## config.mk

```make
export PLATFORM = sky130hd
export DESIGN_NAME = universal_frame_receiver_flat
export DESIGN_NICKNAME = d
export VERILOG_FILES = /design/src/rtl/ufr_pkg.sv /design/src/rtl/universal_frame_receiver_if.sv /design/src/rtl/universal_frame_receiver.sv /design/src/flat_wrapper.sv
export SDC_FILE = /design/constraint.sdc
export NUM_CORES = 1
export LEC_CHECK = 0
export ABC_AREA = 1
export CORE_ASPECT_RATIO = 0.8
export CORE_MARGIN = 1.5
export CORE_UTILIZATION = 40
export CTS_CLUSTER_SIZE = 14
export DETAILED_ROUTE_END_ITERATION = 16
export DONT_BUFFER_PORTS = 1
export PLACE_DENSITY_LB_ADDON = 0.15
export SYNTH_ARGS = -nofsm -noshare
export SYNTH_HDL_FRONTEND = slang
export SYNTH_SLANG_ARGS = --single-unit
```

## constraint.sdc

```tcl
create_clock -name clk -period 1.35 [get_ports clk]
set_clock_uncertainty 0.1 [all_clocks]
set_input_delay 0.2025 -clock clk [delete_from_list [all_inputs] [get_ports clk]]
set_output_delay 0.2025 -clock clk [all_outputs]
set_load 0.02 [all_outputs]
```

## src/rtl/ufr_pkg.sv

```systemverilog
// Shared types and constants for universal_frame_receiver.
// Optional feature macro: UFR_PARITY_EN (adds the parity state).
package ufr_pkg;

  localparam int DATA_W_DEF = 8;

  localparam logic START_LVL = 1'b0;
  localparam logic STOP_LVL  = 1'b1;
  localparam logic IDLE_LVL  = 1'b1;

`ifdef UFR_PARITY_EN
  typedef enum logic [1:0] {
    IDLE = 2'd0,
    DATA = 2'd1,
    PAR  = 2'd2,
    STOP = 2'd3
  } ufr_state_t;
`else
  typedef enum logic [1:0] {
    IDLE = 2'd0,
    DATA = 2'd1,
    STOP = 2'd3
  } ufr_state_t;
`endif

endpackage

```

## src/rtl/universal_frame_receiver_if.sv

```systemverilog
// Output word handshake between the receiver (master) and its consumer (slave).
interface universal_frame_receiver_if
  import ufr_pkg::*;
#(
  parameter int DATA_W = DATA_W_DEF
);

  logic [DATA_W-1:0] PO;
  logic              valid;
  logic              ready;

  modport master (output PO, output valid, input ready);
  modport slave  (input PO, input valid, output ready);

endinterface

```

## src/rtl/universal_frame_receiver.sv

```systemverilog
// Serial frame receiver: start bit, DATA_W payload bits MSB-first,
// optional even-parity bit (macro UFR_PARITY_EN), stop bit.
// The received word is offered on a valid/ready handshake.
//
// state | meaning
// IDLE  | line idle, waiting for a start bit
// DATA  | shifting in payload bits
// PAR   | sampling the parity bit (UFR_PARITY_EN only)
// STOP  | sampling the stop bit, deliver or discard the frame
module universal_frame_receiver
  import ufr_pkg::*;
#(
  parameter int DATA_W = DATA_W_DEF
) (
  input  logic clk,
  input  logic rst,
  input  logic bit_en,
  input  logic SI,
  universal_frame_receiver_if.master out_if,
  output logic busy,
  output logic frm_err,
  output logic ovr_err,
  output logic par_err,
  input  logic clr_err
);

  localparam int CNT_W = (DATA_W > 1) ? $clog2(DATA_W) : 1;
  localparam logic [CNT_W-1:0] LAST = CNT_W'(DATA_W - 1);

  ufr_state_t        state, state_nxt;
  logic [CNT_W-1:0]  cnt;
  logic [DATA_W-1:0] shreg;
  logic              frame_good;
  logic              frm_ev;
  logic              ovr_ev;
  logic              par_bad;
`ifdef UFR_PARITY_EN
  logic              par_ev;
`endif

  assign busy   = (state != IDLE);
  assign ovr_ev = frame_good && out_if.valid && !out_if.ready;

  // State register; the FSM only advances on bit-enabled edges.
  always_ff @(posedge clk or negedge rst) begin
    if (!rst)        state <= IDLE;
    else if (bit_en) state <= state_nxt;
  end

  // Next state and per-edge frame events.
  always_comb begin
    state_nxt  = state;
    frame_good = 1'b0;
    frm_ev     = 1'b0;
`ifdef UFR_PARITY_EN
    par_ev     = 1'b0;
`endif
    case (state)
      IDLE: if (SI == START_LVL) state_nxt = DATA;
      DATA: begin
        if (cnt == LAST) begin
`ifdef UFR_PARITY_EN
          state_nxt = PAR;
`else
          state_nxt = STOP;
`endif
        end
      end
`ifdef UFR_PARITY_EN
      PAR: begin
        state_nxt = STOP;
        par_ev    = bit_en && ((^shreg) ^ SI);
      end
`endif
      STOP: begin
        state_nxt  = IDLE;
        frame_good = bit_en && (SI == STOP_LVL) && !par_bad;
        frm_ev     = bit_en && (SI != STOP_LVL);
      end
      default: state_nxt = IDLE;
    endcase
  end

  // Bit counter and shift register, frozen while bit_en is low.
  always_ff @(posedge clk or negedge rst) begin
    if (!rst) begin
      cnt   <= '0;
      shreg <= '0;
    end else if (bit_en) begin
      if (state == IDLE && SI == START_LVL) cnt <= '0;
      if (state == DATA) begin
        shreg <= {shreg[DATA_W-2:0], SI};
        cnt   <= cnt + 1'b1;
      end
    end
  end

`ifdef UFR_PARITY_EN
  // Remember a parity mismatch until the stop bit decides the frame.
  always_ff @(posedge clk or negedge rst) begin
    if (!rst) begin
      par_bad <= 1'b0;
    end else if (bit_en) begin
      if (state == PAR)       par_bad <= par_ev;
      else if (state == IDLE) par_bad <= 1'b0;
    end
  end

  // Sticky parity error; a new event beats a simultaneous clear.
  always_ff @(posedge clk or negedge rst) begin
    if (!rst)         par_err <= 1'b0;
    else if (par_ev)  par_err <= 1'b1;
    else if (clr_err) par_err <= 1'b0;
  end
`else
  assign par_bad = 1'b0;
  assign par_err = 1'b0;
`endif

  // Output word and handshake; runs every edge regardless of bit_en.
  always_ff @(posedge clk or negedge rst) begin
    if (!rst) begin
      out_if.PO    <= '0;
      out_if.valid <= 1'b0;
    end else if (frame_good && (!out_if.valid || out_if.ready)) begin
      out_if.PO    <= shreg;
      out_if.valid <= 1'b1;
    end else if (out_if.valid && out_if.ready) begin
      out_if.valid <= 1'b0;
    end
  end

  // Sticky framing and overrun errors; a new event beats a simultaneous clear.
  always_ff @(posedge clk or negedge rst) begin
    if (!rst) begin
      frm_err <= 1'b0;
      ovr_err <= 1'b0;
    end else begin
      if (frm_ev)       frm_err <= 1'b1;
      else if (clr_err) frm_err <= 1'b0;
      if (ovr_ev)       ovr_err <= 1'b1;
      else if (clr_err) ovr_err <= 1'b0;
    end
  end

endmodule

```

## src/flat_wrapper.sv

```systemverilog
// flat-port wrapper written by rule: the top's interface ports become plain ports
module universal_frame_receiver_flat import ufr_pkg::*;
#(
  parameter int DATA_W = DATA_W_DEF
)
  (clk, rst, bit_en, SI, busy, frm_err, ovr_err, par_err, clr_err, out_if_PO, out_if_valid, out_if_ready);
  universal_frame_receiver_if #(.DATA_W(DATA_W)) out_if_i ();
  input  logic clk;
  input  logic rst;
  input  logic bit_en;
  input  logic SI;
  output logic busy;
  output logic frm_err;
  output logic ovr_err;
  output logic par_err;
  input  logic clr_err;
  output wire logic [$bits(out_if_i.PO)-1:0] out_if_PO;
  output wire logic [$bits(out_if_i.valid)-1:0] out_if_valid;
  input wire logic [$bits(out_if_i.ready)-1:0] out_if_ready;
  assign out_if_PO = out_if_i.PO;
  assign out_if_valid = out_if_i.valid;
  assign out_if_i.ready = out_if_ready;
  universal_frame_receiver #(.DATA_W(DATA_W)) u_core (.clk(clk), .rst(rst), .bit_en(bit_en), .SI(SI), .out_if(out_if_i), .busy(busy), .frm_err(frm_err), .ovr_err(ovr_err), .par_err(par_err), .clr_err(clr_err));
endmodule
```

# Yosys cells after proc, flatten, opt, wreduce, memory -nomap -nowiden
# Index checks and enable logic that the tools add are counted.
# totals
reg_bits	24
in_bits	6
output_inout_bits	13
elab_cells	45
# classes
addsub	1
eq_ne	5
n_mux	12
bitwise	1
reduce_logical	19
# ops
operator	count
2-bit nonzero test	5
1-bit logical AND	7
1-bit 2-to-1 mux	7
3-bit 2-to-1 mux	2
2-bit 2-to-1 mux	2
2-bit one-hot mux with 2 select lines	1
2-bit AND reduction	2
3-bit by 1-bit adder with 3-bit output, second input constant	1
3-bit == test, second input constant	1
3-bit AND reduction	1
2-bit by 1-bit == test with 1-bit output, second input constant	1
2-bit == test, second input constant	1
1-bit zero test	2
2-bit zero test	1
2-bit by 1-bit inequality test with 1-bit output, second input constant	1
2-bit inequality test, second input constant	1
1-bit logical OR	1
1-bit NOT	1

# Logic depth before layout (Yosys ltp)
# logic_depth
word_depth	5
mapped_depth	6
mapped_depth_nobuf	5

# Worst setup path before layout
# No wires, ideal clock.
# synth_timing
kind	reg2reg
from	register u_core.cnt[0]
to	register u_core.cnt[2]
arrival_time_ns	0.947
required_ns	1.133
setup_slack_ns	0.185
stages_incl_launch_ff	5
path_buffers	0
period_less_slack_ns	1.165
cell_sequence	dfrtp_1 -> ha_1 -> ha_1 -> nand4_1 -> nand2_1
# synth_between
elab_chain_cells	2
# synth_rtl
item	line	source
start: declaration	universal_frame_receiver.sv:31	logic [CNT_W-1:0] cnt;
start signal: assignment	universal_frame_receiver.sv:93	cnt <= cnt + 1'b1;
3-bit by 1-bit adder with 3-bit output	universal_frame_receiver.sv:93	
3-bit 2-to-1 mux	universal_frame_receiver.sv:91	if (state == DATA) begin
# Every way passes these cells.
# A chain may end at the register's enable or synchronous reset.

# Final worst setup path
# layout_timing
from	register u_core.state[1]
to	register u_core.out_if.PO[4]
# layout_between
elab_chain_cells	3
# layout_rtl
item	line	source
start: declaration	universal_frame_receiver.sv:30	ufr_state_t state, state_nxt;
start signal: assignment	universal_frame_receiver.sv:47	else if (bit_en) state <= state_nxt;
2-bit == test	universal_frame_receiver.sv:58	case (state)
1-bit 2-to-1 mux	universal_frame_receiver.sv:58	
1-bit logical AND	universal_frame_receiver.sv:125	end else if (frame_good && (!out_if.valid || out_if.ready)) begin
end signal: assignment	universal_frame_receiver.sv:126	out_if.PO <= shreg;
end: declaration	universal_frame_receiver_if.sv:12	modport master (output PO, output valid, input ready);
# Every way passes these cells.

==> qor.yml <==
floorplan:
  rows: 16
  start_util: 0.422
  dieArea_sq_um: 2920
  io_pins: 19
  die_w_microns: 60
  die_y_microns: 48.6
  core-area_sq_um: 2460
pwr:
  p_int_mw: 1.34
  clockPowerShare: 0.137
  switching_power_uw: 836
  seqPwrFrac: 0.593
  cellPowerDensity_nw_per_um2: 1830
  peakVddDrop_mv: 0.793
  leakagePower_nw: 0.621
  sw_frac_of_total: 0.385
  pwr-share-comb: 0.269
timing:
  fin_crit_sh: 0.949
  rsz0062_at_grt: "yes"
  fmax_mhz: 780
  setup_ws_ps: 68.4
  timing.hold.ws_ps: 16.7
  period_needed_ps: 1280
  drv_slew: 0
  tns_ps: 0
  setup-violations-final: 0
  final_hold_viol_count: 0
synth:
  netlist_top_cells_area: "dfrtp_1 (58%), nand2_1 (12%), nand3_1 (6.3%), inv_1 (6.1%), o21ai_1 (2.9%)"
  synth_ff_type: "dfrtp_1"
  ys_warn_count: 0
  syn_inst: 114
  syn_nets: 122
  ys_async_sr_fraction: 1.00
  synth_top_area_share: 0.578
  synth_seq_area_share: 0.578
  syn_avg_cell_area_sq_um: 9.12
  synth-edff-count: 0
  ys_types: 18
  ys_ff_latch: 24
  synth.largest_area_cell: "dfrtp_1"
  netlist_area_sq_um: 1040
critical_path:
  start_kind: "register"
  crit_path_end_kind: "register"
  arrival_ps: 1390
  path_class: "reg -> reg"
  crit_required_ps: 1460
  path_max_fanout: 10
route:
  ant_nets: 0
  drt_iter0_markers: 11
  detail_route.wl_per_cell_microns: 11.9
  dr.pass1.iters: 4
  drc: 0
  wirelength_microns: 1900
  viasPerCell: 4.57
  vias: 726
clock_network:
  path_clk_slew_ps: 120
  cts_tree: "built"
  cts_sinks: 24
  worstSkewPairLatency_ps: 300
  h-tree-depth: 1
  clockRootBuffer: "clkbuf_4"
  clockBufferDepth: 2
  numCtsBuffers: 3
placed_design:
  port_buffers: 0
  dp_hpwl_microns: 1360
  preCtsSetupSlack_ps: 76.0
  place_area_sq_um: 1070
  gp_congestion: 0.840
grt:
  grt_pass1_vias: 677
  grt_pass1_wl_microns: 3090
  grt_use_total: 0.142
  grt_antenna_before_repair: 0
  grt_max_degree: 25
  overflow: 0
flow_run:
  cap_violations: 0
finish:
  final_common_cell: "nand2_1"
  final_area_sq_um: 1190
  nNetsFinal: 133
  final_cell_mix: "nand2_1 (32), dfrtp_1 (23), inv_1 (16), nand3_1 (13), o21ai_1 (6)"
  antenna_cells: 0
  fillers: 252
  drive_gt1_frac: 0.130
  synthToLayoutAreaGrowth_pct: 14.1
worst_hold_path:
  hp-class: "in -> reg"
run_status:
  status: "completed"
[kinds of logic after synthesis]
group                    synth area share
AND/OR/NAND/NOR                     0.239
flip-flops                          0.578
buffers and inverters              0.0939
AO/OA/AOI/OAI                      0.0614
adder cells (fa/ha/maj)            0.0241
other                             0.00361
[metrics by stage]
| stage | util | std cells | total power [mW] |
|---|---|---|---|
| 6_report | 0.482 | 159 | 2.17 |
| 5_1_grt | 0.482 | 159 | 2.34 |
| 4_1_cts | 0.464 | 156 | 2.16 |
| 3_5_place_dp | 0.436 | 148 | 1.81 |
| 3_3_place_gp | 0.436 | 148 | 1.79 |
| 2_1_floorplan | - | 114 | 1.67 |
[synthesized netlist by cell type, types with 2 or more instances]
master and instances:
nand2_1 32, dfrtp_1 24, inv_1 17, nand3_1 13, o21ai_1 6, o21ai_0 4
buf_2 3, nand4_1 3, ha_1 2, nor2_1 2
[metal layers]
metal	share of wire	wire, microns	track usage
met1	0.51	963	0.200
met2	0.43	808	0.203
met3	0.066	126	0.0668
met4	0	0	0.0222
met5	0	0	0
[cell type report]
cell class	count	area (sq um)	area share
flip-flops and latches	24	602	0.507
inverters	17	63.8	0.0538
well taps	36	45.0	0.0380
multi-input cells	68	344	0.290
repair buffers	11	109	0.0918
clock buffers	3	22.5	0.0190
[flip-flops by register name (all words and copies together), names as in the netlist]
signal,flops
u_core.cnt,3
u_core.frm_err,1
u_core.out_if.PO,8
u_core.out_if.valid,1
u_core.ovr_err,1
u_core.shreg,8
u_core.state,2
[power groups by stage]
| stage | logic [mW] | clock network, mW | registers, mW |
|---|---|---|---|
| 2_1_floorplan | 0.435 | 0 | 1.24 |
| 5_1_grt | 0.677 | 0.345 | 1.32 |
| 3_5_place_dp | 0.496 | 0 | 1.32 |
| 4_1_cts | 0.552 | 0.319 | 1.29 |
| 6_report | 0.585 | 0.298 | 1.29 |
| 3_3_place_gp | 0.482 | 0 | 1.31 |
[worst paths after layout]
check	startpoint	to	slack [ps]	cells after the start
worst max-delay path	u_core.state[1]	u_core.out_if.PO[4]	70	6
worst min-delay path	SI	u_core.frm_err	20	3
worst max register to register	u_core.state[1]	u_core.out_if.PO[4]	70	6
worst min register to register	u_core.shreg[7]	u_core.shreg[7]	430	2
max in group asynchronous	rst	u_core.state[0]	780	2
min in group asynchronous	rst	u_core.state[1]	210	2
[repair_timing]
action / in CTS / in global routing
resized for setup: 1 / 3
hold buffers: 3 / 2
pin swaps: 0 / 0
setup buffers: 2 / 1
endpoints found under the setup margin: 1 / 1
hold endpoints to repair: 31 / 24
[worst max-delay path, stage by stage, from the launching register on]
cell     delay (ps)
dfrtp_1         440
buf_6           120
nand2_2          90
nor2_8          200
nand2_4         100
nand2_1          80
nand2_1          50
Note: power is estimated with default switching activity, not from simulation.
